<file path="config.mk">
export PLATFORM = sky130hd
export DESIGN_NAME = tdm_frame_timing_gen
export DESIGN_NICKNAME = d
export VERILOG_FILES = /design/src/rtl/tdm_frame_timing_gen.sv
export SDC_FILE = /design/constraint.sdc
export NUM_CORES = 1
export LEC_CHECK = 0
export CORE_UTILIZATION = 45
export CTS_CLUSTER_SIZE = 30
export DETAILED_ROUTE_END_ITERATION = 7
export GPL_TIMING_DRIVEN = 0
export PLACE_DENSITY = 0.66
export SLEW_MARGIN = 15
export SYNTH_ARGS = -nofsm -noshare
export SYNTH_HDL_FRONTEND = slang
export SYNTH_SLANG_ARGS = --single-unit
</file>
<file path="constraint.sdc">
create_clock -name c4 -period 3.7 [get_ports c4]
set_input_delay 0.555 -clock c4 [delete_from_list [all_inputs] [get_ports c4]]
set_output_delay 0.555 -clock c4 [all_outputs]
set_load 0.01 [all_outputs]
</file>
<file path="src/rtl/tdm_frame_timing_gen.sv">
// TDM frame timing generator: locks to the active-low f0 frame pulse on c4 and
// produces tx/rx bit clocks, bit enables, bit/slot position and frame_start.
module tdm_frame_timing_gen #(
  parameter int CLK_PER_BIT     = 2,
  parameter int BITS_PER_SLOT   = 8,
  parameter int SLOTS_PER_FRAME = 32,
  parameter int TOL             = 1,
  parameter int LOCK_FRAMES     = 2,
  parameter int LOSS_FRAMES     = 3,
  localparam int BIT_W          = $clog2(BITS_PER_SLOT),
  localparam int SLOT_W         = $clog2(SLOTS_PER_FRAME)
) (
  input  logic              c4,
  input  logic              rst_n,
  input  logic              f0,
  input  logic              select,
  output logic              clk_tx,
  output logic              clk_rx,
  output logic              clk_en_tx,
  output logic              clk_en_rx,
  output logic [BIT_W-1:0]  bit_idx,
  output logic [SLOT_W-1:0] slot_idx,
  output logic              frame_start,
  output logic              lock
);

  localparam int FRAME  = CLK_PER_BIT * BITS_PER_SLOT * SLOTS_PER_FRAME;
  localparam int CNT_W  = $clog2(FRAME);
  localparam int PH_W   = $clog2(CLK_PER_BIT);
  localparam int BN_W   = $clog2(BITS_PER_SLOT * SLOTS_PER_FRAME);
  localparam int GOOD_W = $clog2(LOCK_FRAMES + 1);
  localparam int MISS_W = $clog2(LOSS_FRAMES + 1);
  localparam int HALF   = CLK_PER_BIT / 2;

  if (CLK_PER_BIT < 2 || (CLK_PER_BIT % 2) != 0) begin : g_bad_clk_per_bit
    $error("CLK_PER_BIT must be even and at least 2");
  end
  if (BITS_PER_SLOT < 2 || SLOTS_PER_FRAME < 2) begin : g_bad_geometry
    $error("BITS_PER_SLOT and SLOTS_PER_FRAME must be at least 2");
  end
  if (TOL < 0 || 2 * TOL + 2 > FRAME) begin : g_bad_tol
    $error("TOL must leave room for the window inside one frame");
  end
  if (LOCK_FRAMES < 1 || LOSS_FRAMES < 1) begin : g_bad_counts
    $error("LOCK_FRAMES and LOSS_FRAMES must be at least 1");
  end

  typedef enum logic [1:0] {SEARCH, VERIFY, LOCKED} state_t;

  state_t            state;
  logic [CNT_W-1:0]  cnt;
  logic [CNT_W-1:0]  cnt_nxt;
  logic              f0_q;
  logic              seen;
  logic [GOOD_W-1:0] good;
  logic [MISS_W-1:0] miss_cnt;
  logic              f0_edge;
  logic              in_win;
  logic              chk_pt;
  logic              miss;

  assign f0_edge = f0_q & ~f0;
  assign cnt_nxt = (int'(cnt) == FRAME - 1) ? '0 : cnt + CNT_W'(1);
  assign in_win  = (int'(cnt) >= FRAME - 1 - TOL) || (int'(cnt) < TOL);
  // The window closes at cnt == TOL; a frame with no accepted edge by then is a miss.
  assign chk_pt  = (int'(cnt) == TOL);
  assign miss    = chk_pt && !seen;

  always_ff @(posedge c4 or negedge rst_n) begin
    if (!rst_n) begin
      state    <= SEARCH;
      cnt      <= '0;
      f0_q     <= 1'b1;
      seen     <= 1'b0;
      good     <= '0;
      miss_cnt <= '0;
      lock     <= 1'b0;
    end else begin
      f0_q <= f0;
      lock <= (state == LOCKED);
      case (state)
        VERIFY: begin
          cnt <= cnt_nxt;
          if (f0_edge && in_win) begin
            cnt  <= '0;
            seen <= 1'b1;
            if (int'(good) + 1 >= LOCK_FRAMES) begin
              state    <= LOCKED;
              miss_cnt <= '0;
            end else begin
              good <= good + GOOD_W'(1);
            end
          end else if (f0_edge || miss) begin
            state <= SEARCH;
            cnt   <= '0;
          end else if (chk_pt) begin
            seen <= 1'b0;
          end
        end
        LOCKED: begin
          cnt <= cnt_nxt;
          if (f0_edge && in_win) begin
            cnt      <= '0;
            seen     <= 1'b1;
            miss_cnt <= '0;
          end else begin
            if (chk_pt) begin
              seen <= 1'b0;
            end
            // A stray edge and a missing one in the same cycle count as one bad frame.
            if (f0_edge || miss) begin
              if (int'(miss_cnt) + 1 >= LOSS_FRAMES) begin
                state <= SEARCH;
                cnt   <= '0;
              end else begin
                miss_cnt <= miss_cnt + MISS_W'(1);
              end
            end
          end
        end
        default: begin
          cnt      <= '0;
          seen     <= 1'b0;
          miss_cnt <= '0;
          if (f0_edge) begin
            state <= VERIFY;
            good  <= '0;
            seen  <= 1'b1;
          end
        end
      endcase
    end
  end

  // Stage p0: decode the current frame position into bit timing.
  logic              vld_p0;
  logic [PH_W-1:0]   phase_p0;
  logic [BN_W-1:0]   bit_num_p0;
  logic              tx_hi_p0;
  logic              sel_p0;
  logic              sel_q;

  assign vld_p0     = (state != SEARCH);
  assign phase_p0   = PH_W'(cnt % CNT_W'(CLK_PER_BIT));
  assign bit_num_p0 = BN_W'(cnt / CNT_W'(CLK_PER_BIT));
  assign tx_hi_p0   = (int'(phase_p0) < HALF);
  // select is only adopted on a bit boundary so clk_rx never shows a runt.
  assign sel_p0     = (phase_p0 == '0) ? select : sel_q;

  always_ff @(posedge c4 or negedge rst_n) begin
    if (!rst_n) begin
      sel_q       <= 1'b0;
      clk_tx      <= 1'b0;
      clk_rx      <= 1'b0;
      clk_en_tx   <= 1'b0;
      clk_en_rx   <= 1'b0;
      bit_idx     <= '0;
      slot_idx    <= '0;
      frame_start <= 1'b0;
    end else begin
      sel_q <= sel_p0;
      if (vld_p0) begin
        clk_tx      <= tx_hi_p0;
        clk_rx      <= sel_p0 ? tx_hi_p0 : ~tx_hi_p0;
        clk_en_tx   <= (phase_p0 == '0);
        clk_en_rx   <= sel_p0 ? (phase_p0 == '0) : (int'(phase_p0) == HALF);
        bit_idx     <= BIT_W'(bit_num_p0 % BN_W'(BITS_PER_SLOT));
        slot_idx    <= SLOT_W'(bit_num_p0 / BN_W'(BITS_PER_SLOT));
        frame_start <= (cnt == '0);
      end else begin
        clk_tx      <= 1'b0;
        clk_rx      <= 1'b0;
        clk_en_tx   <= 1'b0;
        clk_en_rx   <= 1'b0;
        bit_idx     <= '0;
        slot_idx    <= '0;
        frame_start <= 1'b0;
      end
    end
  end

endmodule

</file>
## Word-level counts from Yosys, hierarchy flattened

Index checks and enable logic that the tools add are counted.
W data, S select, Z words.

| word-level totals | value |
|---|---|
| flip-flop bits (word level) | 32 |
| input bits | 4 |
| output and inout bits | 14 |
| logic and storage cells | 98 |

| operators by class | value |
|---|---|
| eq/ne operators | 15 |
| reductions and logical operators | 12 |
| bitwise operators | 5 |
| $lt $le $gt $ge | 5 |
| $add $sub $neg | 5 |
| muxes and demuxes | 41 |

Operators by type and width:

| operator | count |
|---|---|
| $mux W9 | 6 |
| $mux W2 | 15 |
| $pmux W9 S2 | 1 |
| $mux W1 | 13 |
| $ne A3 B3 Y1 const B | 4 |
| $pmux W2 S2 | 3 |
| $add A9 B1 Y9 const B | 1 |
| $eq A9 B1 Y1 const B | 1 |
| $eq A9 B2 Y1 const B | 1 |
| $ge A9 B9 Y1 const B | 1 |
| $logic_not A9 Y1 | 1 |
| $lt A9 B1 Y1 const B | 1 |
| $ne A2 B2 Y1 const B | 4 |
| $reduce_and A4 Y1 | 2 |
| $add A2 B1 Y3 const B | 2 |
| $ge A3 B2 Y1 const B | 2 |
| $reduce_and A6 Y1 | 1 |
| $mux W5 | 1 |
| $add A2 B1 Y2 const B | 2 |
| $ne A2 B1 Y1 const B | 2 |
| $not A1 Y1 | 4 |
| $reduce_bool A2 Y1 | 2 |
| $mux W3 | 1 |
| $ne A3 B1 Y1 const B | 1 |
| other kinds (9) | 11 |

## Depth between registers and ports, before layout

| logic depth | value |
|---|---|
| depth after elaboration | 6 |
| depth in mapped cells | 8 |
| gate-level depth less buffers | 8 |

## Worst setup path after synthesis

No wires, ideal clock.

| timing path | value |
|---|---|
| path type | register -> register |
| from | reg cnt[1] |
| to | reg cnt[2] |
| arrival time | 1.601 ns |
| cell stages (with the launch flop) | 8 |
| setup time | 0.133 ns |
| period minus slack after synthesis | 1.734 ns |
| slack | 1.966 ns |
| buffers on the path | 0 |
| cells stage by stage | dfrtp_1 > inv_1 > ha_1 > nor2b_1 > a31oi_1 > and4_1 > a41oi_2 > nor2_1 |

| between the ends | value |
|---|---|
| word-level cells in the longest chain between the ends | 6 |

Ends and longest elaborated chain:

| element | RTL line | text |
|---|---|---|
| from (decl) | 51 | `logic [CNT_W-1:0] cnt;` |
| from (signal assigned) | 83 | `cnt <= cnt_nxt;` |
| from (signal assigned) | 101 | `cnt <= cnt_nxt;` |
| $add A9 B1 Y9 (tied with other cells) | 63 | `assign cnt_nxt = (int'(cnt) == FRAME - 1) ? '0 : cnt + CNT_W'(1);` |
| $mux W9 / $logic_and A1 B1 Y1 (equally long branches) | 63, 67 |  |
| $mux W9 / $logic_or A1 B1 Y1 (equally long branches) | 112, 93, 111 |  |
| $mux W9, on equally long branches | 111, 93 |  |
| $mux W9, on equally long branches | 102, 84 |  |
| $pmux W9 S2 * | 81 | `case (state)` |

Mark *: on every way between the ends. The rest lies on a longest branch, timed or not.
A chain may end at the register's enable or synchronous reset.

## Worst setup path after layout

| timing path | value |
|---|---|
| from | reg cnt[1] |
| to | reg cnt[5] |

Same word-level chain as after synthesis.

==> results_dict.tcl <==
set metrics [dict create \
    yosysTopAreaCell "dfrtp_1" \
    track_usage_pct 18.5 \
    crit_path_max_incr_delay_ns 0.47 \
    routed_wl_mm 3.04 \
    cts.path.max_buffers 2 \
    critical_path_class "flop to flop" \
    dp_hpwl_mm 2.21 \
    synth_flop_cell "dfrtp_1" \
    drive_gt1_share_pct 14.2 \
    timing.slew.headroom_pct 55.8 \
    synthCells 152 \
    worstPathCellList "inv_1 -> ha_1 -> nor2b_1 -> a31oi_1 -> and4_1 -> a41oi_2 -> nor2_1" \
    status "finished, final reports clean" \
    die_width_um 61.5 \
    fin_crit_ns 2.14 \
    fillers 335 \
    multi_input_area_um2 753 \
    grt_overflow 0 \
    finalHoldViolCount 0 \
    final.setup.tns_ns 0 \
    grt_pass1_vias 1055 \
    slew_violations 0 \
    post_cts_resized 0 \
    yosysMostFrequentCell "dfrtp_1" \
    io_pins 18 \
    ys_seq_elements 30 \
    post_cts_buffers 0 \
    path_delay_family "simple AND/OR/NAND/NOR gates" \
    crit_path_max_fanout 8 \
    grt_pass1_wl_mm 4.93 \
    die-area_um2 3780 \
    p_leak_uw 0.000855 \
    synth_top_area_share_pct 45.5 \
    crit_slowest_cell "dfrtp_1" \
    fin_skew_ns 0.0152 \
    area_growth_pct 19.1 \
    post_synth.cell_area_avg_um2 10.5 \
    rsz0062_at_grt "false" \
    worstHoldPathType "input port to async pin" \
    tightestPinTransition_ns 0.664 \
    syn_area_um2 1590 \
    start_util_pct 47.4 \
    synth.area.top_cells "dfrtp_1 (46%), ha_1 (7.8%), nor2_1 (4.0%)" \
    synth_nets 166 \
    die_h_um 61.5 \
    cts_tree "done" \
    netlist-cell-type-count 45 \
    fmax_mhz 467 \
    routedWlPerCell_um 13.7 \
    holdWs_ns 0.236 \
    crit_arrival_ns 2.34 \
    synth_edf_count 0 \
    grt_antenna_before_repair 0 \
    min_period_over_period_pct 57.9 \
    grt_max_degree 31 \
    drc 0 \
    startpoint_type "flop" \
    clk_latency_ns 0.34 \
    ys_seq_area_share_pct 47.2 \
    clk_pin_slew_ns 0.10 \
    worst_setup_path_end_kind "flop" \
    cp.required_ns 3.90 \
    antenna-diode-count 0 \
    ir_drop_v 0.000304 \
    fp-row-count 21 \
    cap_viol_max_count 0 \
    layout.area.seq_um2 752 \
    cts_hold_buf 0 \
    via_per_inst 5.20 \
    cts_sinks 30 \
    drt_pass1_iterations 4 \
    cts_buffers 5 \
    io_buffers 17 \
    root_buffer "clkbuf_4" \
    core_um2 3360 \
    finalNetCount 190 \
    async_reset_ff_share_pct 100 \
    num_vias 1155 \
    crit_buf_inv 1 \
    setup_violations 0 \
    drt.antenna.violating_nets 0 \
    power_density_nw_per_um2 602 \
    cts_htree_levels 2 \
    netlist_top_cells_count "dfrtp_1 (29), nor2_1 (17), inv_1 (12)" \
    yosysWarnings 0 \
    drt-initial-drc-count 44 \
    gp_congestion 0.901 \
]
final cells by class:
cell class                      instances  area share, %
Timing Repair Buffer                   17           8.70
Clock buffer                            6           2.70
Sequential cell                        30           39.6
Inverter                               12           2.37
Multi-Input combinational cell        103           39.7
Buffer                                  7           2.31
Tap cell                               46           3.03
Clock inverter                          1           1.58
layer usage:
layer  GRT usage, %  share of wire (%)  vias to the layer above
met5              0                  0                        -
met4           8.57                1.7                        0
met3           5.67                3.3                        4
met2           27.3                 45                       17
met1           24.9                 50                      562
li1               -                  -                      572
worst reg2reg max path: cells and delay by family, from the launching register on:
family	cells	cell delay [ns]
buffers and inverters	1	0.14
AOI/OAI and AO/OA	2	0.57
DFF	1	0.47
adders and majority gates	1	0.17
and+or+nand+nor	3	0.67
placed cells by master, fill, tap and decap left out, drive strengths merged, types with 2 or more instances in the layout:
cell type and count:
xor2 5, ha 10, nand2 9, mux2i 2, o21ai 4, clkdlybuf4s50 16, dfrtp 29, nand3 9
and2 2, clkbuf 8, inv 12, nor3 3, nor4 2, buf 6, o211ai 2, nor2 17
nand4 4, nor2b 9, a22o 4, and3 3
stage by stage:
stage | cells | area [um2] | power, uW | setup slack, ns | util (%)
floorplan | 152 | 1590 | 731 | 1.97 | -
global placement | 215 | 1820 | 865 | 1.35 | 54.2
detailed placement | 215 | 1820 | 881 | 1.34 | 54.0
CTS | 222 | 1900 | 1150 | 1.59 | 56.4
global route | 222 | 1900 | 1220 | 1.37 | 56.4
finish | 222 | 1900 | 1140 | 1.56 | 56.4
flip-flops by register name, indices dropped and copies added (netlist names), 2 cells and up:
signal / flops
slot_idx: 5
cnt: 9
bit_idx: 3
good: 2
miss_cnt: 2
state: 2
kinds of logic (layout without fill, tap and decap cells):
kind of cell	Yosys count	in the layout	share of synthesized area (%)
compound gates	21	21	11.7
xor+xnor	6	6	3.30
fa+ha+maj	10	10	7.85
buf+inv	19	43	5.57
flops	30	30	47.2
mux	3	3	1.96
simple gates	63	63	22.4
where the power goes:
| part | switching [uW] | internal (uW) |
|---|---|---|
| Combinational | 252 | 208 |
| Sequential | 32.8 | 380 |
| Clock | 112 | 157 |
| Total | 397 | 745 |
final timing paths:
| kind | cells after the start | slack, ns | start | to |
|---|---|---|---|---|
| min in group c4 | 1 | 0.45 | sel_q | clk_en_rx |
| worst max register to register | 7 | 1.56 | cnt[1] | cnt[5] |
| worst min-delay path | 1 | 0.24 | rst_n | lock |
| max in group asynchronous | 1 | 3.02 | rst_n | cnt[6] |
| worst max-delay path | 7 | 1.56 | cnt[1] | cnt[5] |
| worst min register to register | 1 | 0.45 | sel_q | clk_en_rx |
Note: power is estimated with default switching activity, not from simulation.
